`src/rtl/timer_status_irq.sv`:
```
// ============================================================================
//  Module      : timer_status_irq
//  Description : OPL3 timer control register 0x04, FT1/FT2 status flags,
//                host status byte and interrupt line.
//  Revision    : 1.0 - initial release
// ============================================================================
`default_nettype none

module timer_status_irq #(
    parameter bit CLR_ON_READ    = 1'b0,
    parameter bit IRQ_ACTIVE_LOW = 1'b1
) (
    input  logic       clk,
    input  logic       reset,
    input  logic       wr_en,
    input  logic [7:0] wr_data,
    input  logic       rd_status,
    input  logic       timer1_overflow,
    input  logic       timer2_overflow,
    output logic       start_timer1,
    output logic       start_timer2,
    output logic [7:0] status,
    output logic       irq
);

    logic mt1_q, mt1_d;
    logic mt2_q, mt2_d;
    logic st1_q, st1_d;
    logic st2_q, st2_d;
    logic ft1_q, ft1_d;
    logic ft2_q, ft2_d;
    logic prev1_q, prev2_q;

    logic w_rise1, w_rise2;
    logic w_set1, w_set2;
    logic w_clear;
    logic w_load;
    logic w_irq_flag;

    assign w_rise1 = timer1_overflow & ~prev1_q;
    assign w_rise2 = timer2_overflow & ~prev2_q;

    // Qualifiers use the current (pre-write) ST/MT values.
    assign w_set1  = w_rise1 & st1_q & ~mt1_q;
    assign w_set2  = w_rise2 & st2_q & ~mt2_q;

    assign w_clear = (wr_en & wr_data[7]) | (CLR_ON_READ & rd_status);
    assign w_load  = wr_en & ~wr_data[7];

    always_comb begin
        mt1_d = mt1_q;
        mt2_d = mt2_q;
        st1_d = st1_q;
        st2_d = st2_q;
        if (w_load) begin
            mt1_d = wr_data[6];
            mt2_d = wr_data[5];
            st2_d = wr_data[1];
            st1_d = wr_data[0];
        end
    end

    // A set in the same cycle as a clear wins.
    always_comb begin
        ft1_d = ft1_q;
        ft2_d = ft2_q;
        if (w_clear) begin
            ft1_d = 1'b0;
            ft2_d = 1'b0;
        end
        if (w_set1) ft1_d = 1'b1;
        if (w_set2) ft2_d = 1'b1;
    end

    always_ff @(posedge clk) begin
        if (reset) begin
            mt1_q   <= 1'b0;
            mt2_q   <= 1'b0;
            st1_q   <= 1'b0;
            st2_q   <= 1'b0;
            ft1_q   <= 1'b0;
            ft2_q   <= 1'b0;
            prev1_q <= 1'b0;
            prev2_q <= 1'b0;
        end else begin
            mt1_q   <= mt1_d;
            mt2_q   <= mt2_d;
            st1_q   <= st1_d;
            st2_q   <= st2_d;
            ft1_q   <= ft1_d;
            ft2_q   <= ft2_d;
            prev1_q <= timer1_overflow;
            prev2_q <= timer2_overflow;
        end
    end

    assign w_irq_flag   = ft1_q | ft2_q;
    assign status       = {w_irq_flag, ft1_q, ft2_q, 5'b0_0000};
    assign irq          = IRQ_ACTIVE_LOW ? ~w_irq_flag : w_irq_flag;
    assign start_timer1 = st1_q;
    assign start_timer2 = st2_q;

endmodule

`default_nettype wire

```
`config.mk`:
```
export PLATFORM = sky130hd
export DESIGN_NAME = timer_status_irq
export DESIGN_NICKNAME = d
export VERILOG_FILES = /design/src/rtl/timer_status_irq.sv
export SDC_FILE = /design/constraint.sdc
export NUM_CORES = 1
export LEC_CHECK = 0
export BUFFER_PORTS_ARGS = -buffer_cell sky130_fd_sc_hd__buf_4
export CAP_MARGIN = 20
export CORE_AREA = 2 2 39 41
export CTS_BUF_LIST = sky130_fd_sc_hd__clkbuf_8
export CTS_CLUSTER_DIAMETER = 150
export DETAILED_ROUTE_END_ITERATION = 7
export DIE_AREA = 0 0 41 43
export GPL_TIMING_DRIVEN = 1
export HOLD_SLACK_MARGIN = 0.05
export PLACE_DENSITY = 0.58
export SLEW_MARGIN = 20
export SYNTH_ARGS = -nofsm -noshare
export SYNTH_HDL_FRONTEND = slang
export SYNTH_SLANG_ARGS = --single-unit
```
`constraint.sdc`:
```
create_clock -name clk -period 0.8 [get_ports clk]
set_input_delay 0 -clock clk [delete_from_list [all_inputs] [get_ports clk]]
set_output_delay 0 -clock clk [all_outputs]
set_load 0.02 [all_outputs]
```
==> flow_metrics.env, run 1 <==
export IMPL_clk_root_buffer_cell="clkbuf_8"
export IMPL_max_cap_violations=0
export IMPL_r2r_cells=3
export IMPL_worstSetupPathType="reg2out"
export IMPL_wirelength_um=633
export IMPL_violations="setup timing"
export IMPL_cts_htree_levels=1
export IMPL_dpl_cell_count=66
export IMPL_final_cell_mix="13 x buf_4, 7 x dlygate4sd3_1, 6 x nor2_1"
export IMPL_vias=296
export IMPL_p_per_area_nw_per_um2=1790
export IMPL_synth_seq_cells=8
export IMPL_setup_slack_ps=-127
export IMPL_grt_pass1_wl_um=1020
export IMPL_clkTransAtPathRegs_ps=40
export IMPL_period_needed_ps=927
export IMPL_cts_path_max_buffers=2
export IMPL_clock_skew_ps=0.239
export IMPL_setup_viol=2
export IMPL_grt_max_degree=9
export IMPL_grt_use_total_pct=8.66
export IMPL_synth_compound_area_share_pct=2.68
export IMPL_antenna_found_initial=0
export IMPL_timing_hold_ws_ps=143
export IMPL_finish_utilization_pct=43.6
export IMPL_hold_depth=4
export IMPL_grt_overflow_total=0
export IMPL_placed_cell_area_um2=467
export IMPL_die_x_um=41
export IMPL_fill_cells=140
export IMPL_cts_tree="done"
export IMPL_synth_top_area_share_pct=43.0
export IMPL_hold_viol=0
export IMPL_antenna_cells=0
export IMPL_dp_slack_ps=19.7
export IMPL_min_path_type="in2reg"
export IMPL_status="finished, violations left"
export IMPL_fin_nets=76
export IMPL_fmax_ghz=1.08
export IMPL_die_area_um2=1760
export IMPL_numCtsBuffers=3
export IMPL_hp_start="wr_data[7]"
export IMPL_cp_start_kind="flip-flop"
export IMPL_drive_gt1_share_pct=48.3
export IMPL_first_pass_iters=2
export IMPL_clk_latency_ps=220
export IMPL_ir_worst_vdd_v=0.00102
export IMPL_syn_cell_area_um2=373
export IMPL_critPathRequiredTime_ps=800
export IMPL_gp_congestion=0.642
export IMPL_io_buffers=15
export IMPL_leakagePower_nw=0.285
export IMPL_routedWlPerCell_um=8.33
export IMPL_cp_end_kind="output port"
export IMPL_drc=0
export IMPL_fin_cells=76
export IMPL_drt_first_iter_violations=5
export IMPL_r2r_start="start_timer1"
export IMPL_cp_max_fo=2
export IMPL_crit_path_start="ft2_q"
export IMPL_num_rows=14
export IMPL_syn_area_per_cell_um2=9.81
export IMPL_design_area_um2=603
export IMPL_area_delta_synth_final_pct=61.7
export IMPL_rsz0062_at_grt="yes"
export IMPL_yosys_area_share_adder_pct=0
export IMPL_final_common_cell="buf_4"
export IMPL_grt_pass1_vias=266
export IMPL_synthTopCellsByArea="dfxtp_1 43%, buf_4 16%, mux2i_1 11%"
export IMPL_ff2ff_setup_slack_ps=20
export IMPL_cts_sinks=8
export IMPL_hpwl_um=485
export IMPL_cp_arrival_ps=930
export IMPL_ys_seq_area_share_pct=43.0
export IMPL_num_io_pins=25
export IMPL_synth_cells=38
export IMPL_coreArea_um2=1380
export IMPL_initial_core_util_pct=26.9
export IMPL_setup_tns_ps=-231
export IMPL_yosysTopAreaCell="dfxtp_1"
export IMPL_viasPerCell=3.89
export IMPL_synth_area_mux_share_pct=10.7
export IMPL_slew_violations=0
export IMPL_p_total_mw=1.08
export IMPL_yosys_area_share_xor_xnor_pct=0
export IMPL_synth_cell_type_count=13
export IMPL_die_y_um=43
export IMPL_yosysWarningCount=0
export IMPL_ant_nets=0
export IMPL_timing_final_crit_share_pct=116
export IMPL_synth_simple_gate_area_share_pct=22.5
export IMPL_synth_top_family_by_area="simple AND/OR/NAND/NOR gates"
path summary, 6_finish.rpt:
path	endpoint
max	irq
min reg2reg	mt1_q
max reg2reg	ft1_q
min	start_timer2
routing by layer:
layer / wire [um] / vias up / track usage, %
li1: - / 153 / -
met1: 302 / 131 / 11.7
met2: 294 / 12 / 11.9
met3: 35 / 0 / 1.57
met4: 0 / 0 / 6.00
met5: 0 / - / 0
repair_timing:
action                     in CTS  in global routing
setup endpoints to repair       3                  5
gates resized for setup         7                  3
hold endpoints to repair        8                  0
pin swaps                       1                  0
setup buffers                   0                  0
hold buffers                    7                  0
synthesized netlist by cell type (all sizes together):
cell type,number
or2,1
and4bb,2
nor2b,3
buf,9
inv,1
a21oi,2
conb,1
mux2i,4
nor2,6
dfxtp,8
nand2,1
registers in the layout, summed over array words and instances, names as in the netlist:
register      count
mt1_q             1
start_timer2      1
mt2_q             1
ft2_q             1
prev2_q           1
start_timer1      1
prev1_q           1
ft1_q             1
report_power, final:
group / leakage, nW / switching [mW] / internal (mW)
Combinational: 0.196 / 0.0782 / 0.0978
Sequential: 0.0677 / 0.00757 / 0.420
Clock: 0.0216 / 0.147 / 0.325
Total: 0.285 / 0.233 / 0.843
cell type report:
cell class	instances	area, um^2	area share [%]
clock buffer	3	41.3	6.85
timing repair buffer	24	213	35.3
multi-input combinational	24	159	26.3
inverter	1	3.75	0.622
sequential	8	166	27.6
tap	16	20.0	3.32
worst max-delay path: stages, from the launching register on:
cell and delay, ps:
dfxtp_1 300, or2_4 250, inv_2 50, buf_6 100
kinds of logic (layout without fill, tap and decap cells):
family          after synthesis  after routing
other cells                   1              5
flops                         8              8
mux                           4              4
compound gates                2              2
buf+inv                      10             28
simple gates                 13             13
(Power assumes the default switching activity.)
==> inputs of run 2 (changes only) <==
- ABC_AREA: unset -> 1
- PLACE_DENSITY: 0.58 -> 0.59
==> run 2 against run 1 <==
  * The run still ends with setup timing left
  * Sequential share of layout area grew 0.70 points
  * Worst hold slack lost 61 ps
  * Count of clock-buffer cells in the layout is the same
  * Final cell count grew 18%
  * Critical path type unchanged
  * Largest power group unchanged
  * Critical endpoint is now status[7]
  * Combinational power grew 6%
  * Highest routed layer unchanged
  * Global-route usage grew 0.59 points
  * Sequential power grew 2%
==> flow_metrics.env, run 2 <==
export IMPL_coreArea_um2=1380
export IMPL_seq_area_um2=161
export IMPL_synthTopCellsByArea="dfxtp_1 41%, buf_4 15%, nor2_1 13%"
export IMPL_setup_slack_ps=-13.7
export IMPL_crit_path_start="ft2_q"
export IMPL_synth_top_area_share_pct=41.0
export IMPL_async_flop_share_pct=0
export IMPL_ir_worst_vdd_v=0.000880
export IMPL_cts_tree="done"
export IMPL_placed_cell_area_um2=480
export IMPL_synth_cells=56
export IMPL_whs_endpoint="start_timer2"
export IMPL_grt_overflow_total=0
export IMPL_cts_path_max_buffers=2
export IMPL_design_area_um2=571
export IMPL_hpwl_um=540
export IMPL_switching_share_pct=23.4
export IMPL_ant_nets=0
export IMPL_drt_first_iter_violations=7
export IMPL_leakagePower_nw=0.313
export IMPL_grt_pass1_wl_um=1080
export IMPL_met3_length_um=70
export IMPL_seqPwrFrac_pct=39.8
export IMPL_numCtsBuffers=3
export IMPL_first_pass_iters=4
export IMPL_worstSetupPathType="reg2out"
export IMPL_r2r_cells=3
export IMPL_cts_htree_levels=1
export IMPL_vias=346
export IMPL_yosysTopAreaCell="dfxtp_1"
export IMPL_synth_seq_cells=8
export IMPL_hp_start="wr_data[1]"
export IMPL_cp_max_fo=2
export IMPL_grt_pass1_vias=284
export IMPL_initial_core_util_pct=28.2
export IMPL_period_needed_ps=814
export IMPL_p_total_mw=1.09
export IMPL_comb_power_share_pct=17.1
export IMPL_final_common_cell="buf_4"
export IMPL_die_area_um2=1760
export IMPL_synth_cell_type_count=10
export IMPL_wl_met2_um=326
export IMPL_cp_start_kind="flip-flop"
export IMPL_yosysWarningCount=0
export IMPL_timing_hold_ws_ps=82.0
export IMPL_clk_latency_ps=220
export IMPL_io_buffers=15
export IMPL_clkTransAtPathRegs_ps=40
export IMPL_ys_seq_area_share_pct=41.0
export IMPL_synth_edff_count=0
export IMPL_syn_area_per_cell_um2=6.97
export IMPL_critPathRequiredTime_ps=800
export IMPL_dp_slack_ps=141
export IMPL_slew_violations=0
export IMPL_clk_root_buffer_cell="clkbuf_8"
export IMPL_rsz0062_at_grt="yes"
export IMPL_yosysMostFrequentCell="nor2_1"
export IMPL_final_cell_mix="14 x buf_4, 12 x nor2_1, 11 x nand2_1"
export IMPL_netlist_top_cells_count="13 x nor2_1, 11 x nand2_1, 8 x buf_4, 8 x dfxtp_1, 7 x inv_1"
export IMPL_p_per_area_nw_per_um2=1920
export IMPL_viasPerCell=3.84
export IMPL_die_x_um=41
export IMPL_drc=0
export IMPL_ff2ff_setup_slack_ps=130
export IMPL_multiInputGateArea_um2=158
export IMPL_wirelength_um=687
export IMPL_hold_depth=4
export IMPL_hold_viol=0
export IMPL_ys_dominant_reg_cell="dfxtp_1"
export IMPL_syn_cell_area_um2=390
export IMPL_fin_nets=90
export IMPL_gp_congestion=0.759
export IMPL_finish_utilization_pct=41.2
export IMPL_clock_skew_ps=0.341
export IMPL_routedWlPerCell_um=7.63
export IMPL_power_frac_clock_pct=43.1
export IMPL_cts_sinks=8
export IMPL_area_delta_synth_final_pct=46.2
export IMPL_r2r_start="ft2_q"
export IMPL_num_io_pins=25
export IMPL_top_layer_used="met3"
export IMPL_grt_max_degree=7
export IMPL_grt_use_total_pct=9.26
export IMPL_num_rows=14
export IMPL_drive_gt1_share_pct=32.4
export IMPL_fill_cells=153
export IMPL_die_y_um=43
export IMPL_violations="setup timing"
export IMPL_cellInternalPower_uw=837
export IMPL_power_switching_uw=255
export IMPL_fmax_ghz=1.23
export IMPL_r2r_end="ft2_q"
export IMPL_met1_length_um=289
export IMPL_setup_viol=1
export IMPL_status="finished, violations left"
export IMPL_timing_final_crit_share_pct=102
export IMPL_antenna_found_initial=0
export IMPL_cp_end_kind="output port"
export IMPL_antenna_cells=0
export IMPL_min_path_type="in2reg"
export IMPL_max_cap_violations=0
export IMPL_cp_arrival_ps=810
-- run 2: cell count changes after synthesis, moves of 2 or more --
| cell | previous run | this run |
|---|---|---|
| nand3b_1 | 0 | 4 |
| mux2i_1 | 4 | 0 |
| nor2b_1 | 2 | 0 |
| nand2_1 | 1 | 11 |
| and4bb_1 | 2 | 0 |
| inv_1 | 1 | 7 |
| nor2_1 | 6 | 13 |
-- run 2: metal layers --
metal / up-vias / global-route usage, %
met5: - / 0
met4: 0 / 6.00
met3: 0 / 3.14
met2: 14 / 13.1
met1: 143 / 11.3
li1: 189 / -
-- run 2: metrics by stage --
step	setup TNS [ps]	instances
finish	-13.7	90
global placement	0	83
detailed placement	0	83
floorplan	0	60
CTS	-23.1	90
global route	-88.9	90
-- run 2: layout make-up --
cell class | instances | share of cell area [%]
tap | 16 | 3.51
timing repair buffer | 19 | 28.1
inverter | 8 | 5.26
clock buffer | 3 | 7.24
sequential | 8 | 28.3
multi-input combinational | 36 | 27.6
-- run 2: cell families after synthesis --
kind of cell / share of synthesized area, %
buffers and inverters: 23.1
other: 0.961
DFF: 41.0
and+or+nand+nor: 32.4
AOI/OAI and AO/OA: 2.56
-- run 2: worst max-delay path: stages (launching register included) --
cell and delay [ps]:
dfxtp_2 310, nor2_2 100, inv_1 50, buf_6 120
-- run 2: worst max-delay path by stage --
stage	endpoint	cells after the start
finish	status[7]	3
global route	status[7]	3
CTS	status[7]	3
detailed placement	ft1_q	4
global placement	ft1_q	4
floorplan	status[7]	3
-- run 2: what timing repair did --
| item | CTS | global route |
|---|---|---|
| setup buffers | 1 | 0 |
| pin swaps | 1 | 0 |
| endpoints found under the setup margin | 2 | 5 |
| resized for setup | 3 | 2 |
| hold buffers | 3 | 0 |
| cloned | 0 | 0 |
| hold endpoints to repair | 4 | 0 |
-- run 2: power by group through the flow --
stage               logic (mW)  clock network [mW]  registers (mW)
floorplan                0.113                   0           0.448
global route             0.207               0.504           0.438
global placement         0.165                   0           0.442
detailed placement       0.168                   0           0.442
CTS                      0.186               0.482           0.435
finish                   0.186               0.471           0.435
==> inputs of run 3 (changes only) <==
- clock period: 0.8 -> 0.9 ns (I/O delays scaled with it)
==> run 3 against run 2 <==
  * Critical path type unchanged
  * Clock skew is 0.51 ps higher
  * The run now ends clean
  * Combinational power is 15% lower
  * Largest cell class unchanged
  * Sequential share of layout area is 0.70 points higher
==> flow_metrics.env, run 3 (same netlist as run 2, synthesis figures left out) <==
export IMPL_first_pass_iters=2
export IMPL_critical_path_max_stage_delay_ps=320
export IMPL_ir_worst_vdd_v=0.000771
export IMPL_crit_path_top_delay_cell="dfxtp_2"
export IMPL_cp_max_fo=3
export IMPL_final_common_cell="buf_4"
export IMPL_fill_cells=157
export IMPL_r2r_start="start_timer1"
export IMPL_initial_core_util_pct=28.2
export IMPL_drive_gt1_share_pct=30.1
export IMPL_cts_tree="done"
export IMPL_area_delta_synth_final_pct=42.6
export IMPL_clock_skew_ps=0.851
export IMPL_cts_setup_buffers=0
export IMPL_cts_path_max_buffers=2
export IMPL_viasPerCell=3.80
export IMPL_drt_first_iter_violations=5
export IMPL_final_cell_mix="14 x buf_4, 12 x nor2_1, 11 x nand2_1"
export IMPL_vias=338
export IMPL_hold_depth=4
export IMPL_timing_final_crit_share_pct=91.8
export IMPL_io_buffers=15
export IMPL_fmax_ghz=1.21
export IMPL_antenna_cells=0
export IMPL_wirelength_um=677
export IMPL_status="complete, no violations"
export IMPL_grt_overflow_total=0
export IMPL_r2r_end="ft1_q"
export IMPL_antenna_found_initial=0
export IMPL_hold_viol=0
export IMPL_gp_congestion=0.677
export IMPL_clkTransAtPathRegs_ps=40
export IMPL_crit_path_start="ft2_q"
export IMPL_routedWlPerCell_um=7.61
export IMPL_max_cap_violations=0
export IMPL_grt_use_total_pct=9.38
export IMPL_cp_start_kind="flip-flop"
export IMPL_hp_start="wr_data[1]"
export IMPL_cts_sinks=8
export IMPL_die_area_um2=1760
export IMPL_rsz0062_at_grt="no"
export IMPL_worstSetupPathType="reg2out"
export IMPL_ant_nets=0
export IMPL_grt_max_degree=7
export IMPL_clk_latency_ps=220
export IMPL_period_needed_ps=826
export IMPL_num_rows=14
export IMPL_numCtsBuffers=3
export IMPL_drc=0
export IMPL_placed_cell_area_um2=478
export IMPL_cp_end_kind="output port"
export IMPL_path_buf_inv=2
export IMPL_ff2ff_setup_slack_ps=210
export IMPL_die_x_um=41
export IMPL_whs_endpoint="start_timer2"
export IMPL_min_path_type="in2reg"
export IMPL_clk_root_buffer_cell="clkbuf_8"
export IMPL_num_io_pins=25
export IMPL_coreArea_um2=1380
export IMPL_hpwl_um=530
export IMPL_p_per_area_nw_per_um2=1740
export IMPL_grt_pass1_wl_um=1010
export IMPL_fin_nets=89
export IMPL_r2r_cells=4
export IMPL_design_area_um2=557
export IMPL_die_y_um=43
export IMPL_path_delay_family="flip-flops"
export IMPL_path_cells="nor2_2 -> inv_1 -> buf_6"
export IMPL_cp_arrival_ps=830
export IMPL_setup_tns_ps=0
export IMPL_grt_pass1_vias=289
export IMPL_slew_violations=0
export IMPL_cts_htree_levels=1
export IMPL_leakagePower_nw=0.299
export IMPL_critPathRequiredTime_ps=900
export IMPL_setup_viol=0
==> run 3: layout make-up <==
cell class / instances / area (um^2) / area share (%)
Sequential cell: 8 / 161 / 29.0
Multi-Input combinational cell: 36 / 158 / 28.3
Timing Repair Buffer: 18 / 146 / 26.3
Clock buffer: 3 / 41.3 / 7.42
Inverter: 8 / 30.0 / 5.39
Tap cell: 16 / 20.0 / 3.60
==> run 3: stage by stage <==
| stage | hold WS (ps) | setup WS [ps] | std cells | total power, mW | util [%] |
|---|---|---|---|---|---|
| final | 78.9 | 73.9 | 89 | 0.969 | 40.2 |
| after global routing | 91.1 | 9.94 | 89 | 1.02 | 40.2 |
| after CTS | 77.8 | 20.8 | 89 | 0.983 | 39.7 |
| after detailed placement | 210 | 221 | 83 | 0.540 | 34.5 |
| after global placement | 204 | 245 | 83 | 0.538 | 34.5 |
| after floorplan | 69.1 | 36.5 | 60 | 0.498 | - |
==> run 3: power by group <==
part	switching [mW]	total [mW]	internal, mW
sequential	0.0114	0.388	0.376
clock	0.133	0.422	0.289
combinational	0.0832	0.159	0.0756
==> run 3: metal layers <==
metal  part of all wire [%]  global-route usage [%]  up-vias
li1                       -                       -      186
met1                     44                    10.1      136
met2                     45                    11.9       14
met3                    8.9                    4.71        2
met4                    1.6                    10.0        0
met5                      0                       0        -
==> run 3: worst reg2reg max path, stage by stage (launching register included) <==
cell and delay (ps):
dfxtp_1 350, nand2_1 60, inv_1 50, nand2_1 40, a21oi_1 110
==> run 3: what timing repair did <==
item                                    4_1_cts  5_1_grt
endpoints found under the setup margin        0        1
endpoints found under the hold margin         4        0
gates resized for setup                       0        3
hold buffers                                  3        0
==> run 3: how the worst max path moves through the flow <==
stage	endpoint	cells after the start
3_3_place_gp	ft1_q	4
5_1_grt	status[7]	3
6_report	status[7]	3
3_5_place_dp	ft1_q	4
4_1_cts	status[7]	3
2_1_floorplan	status[7]	3
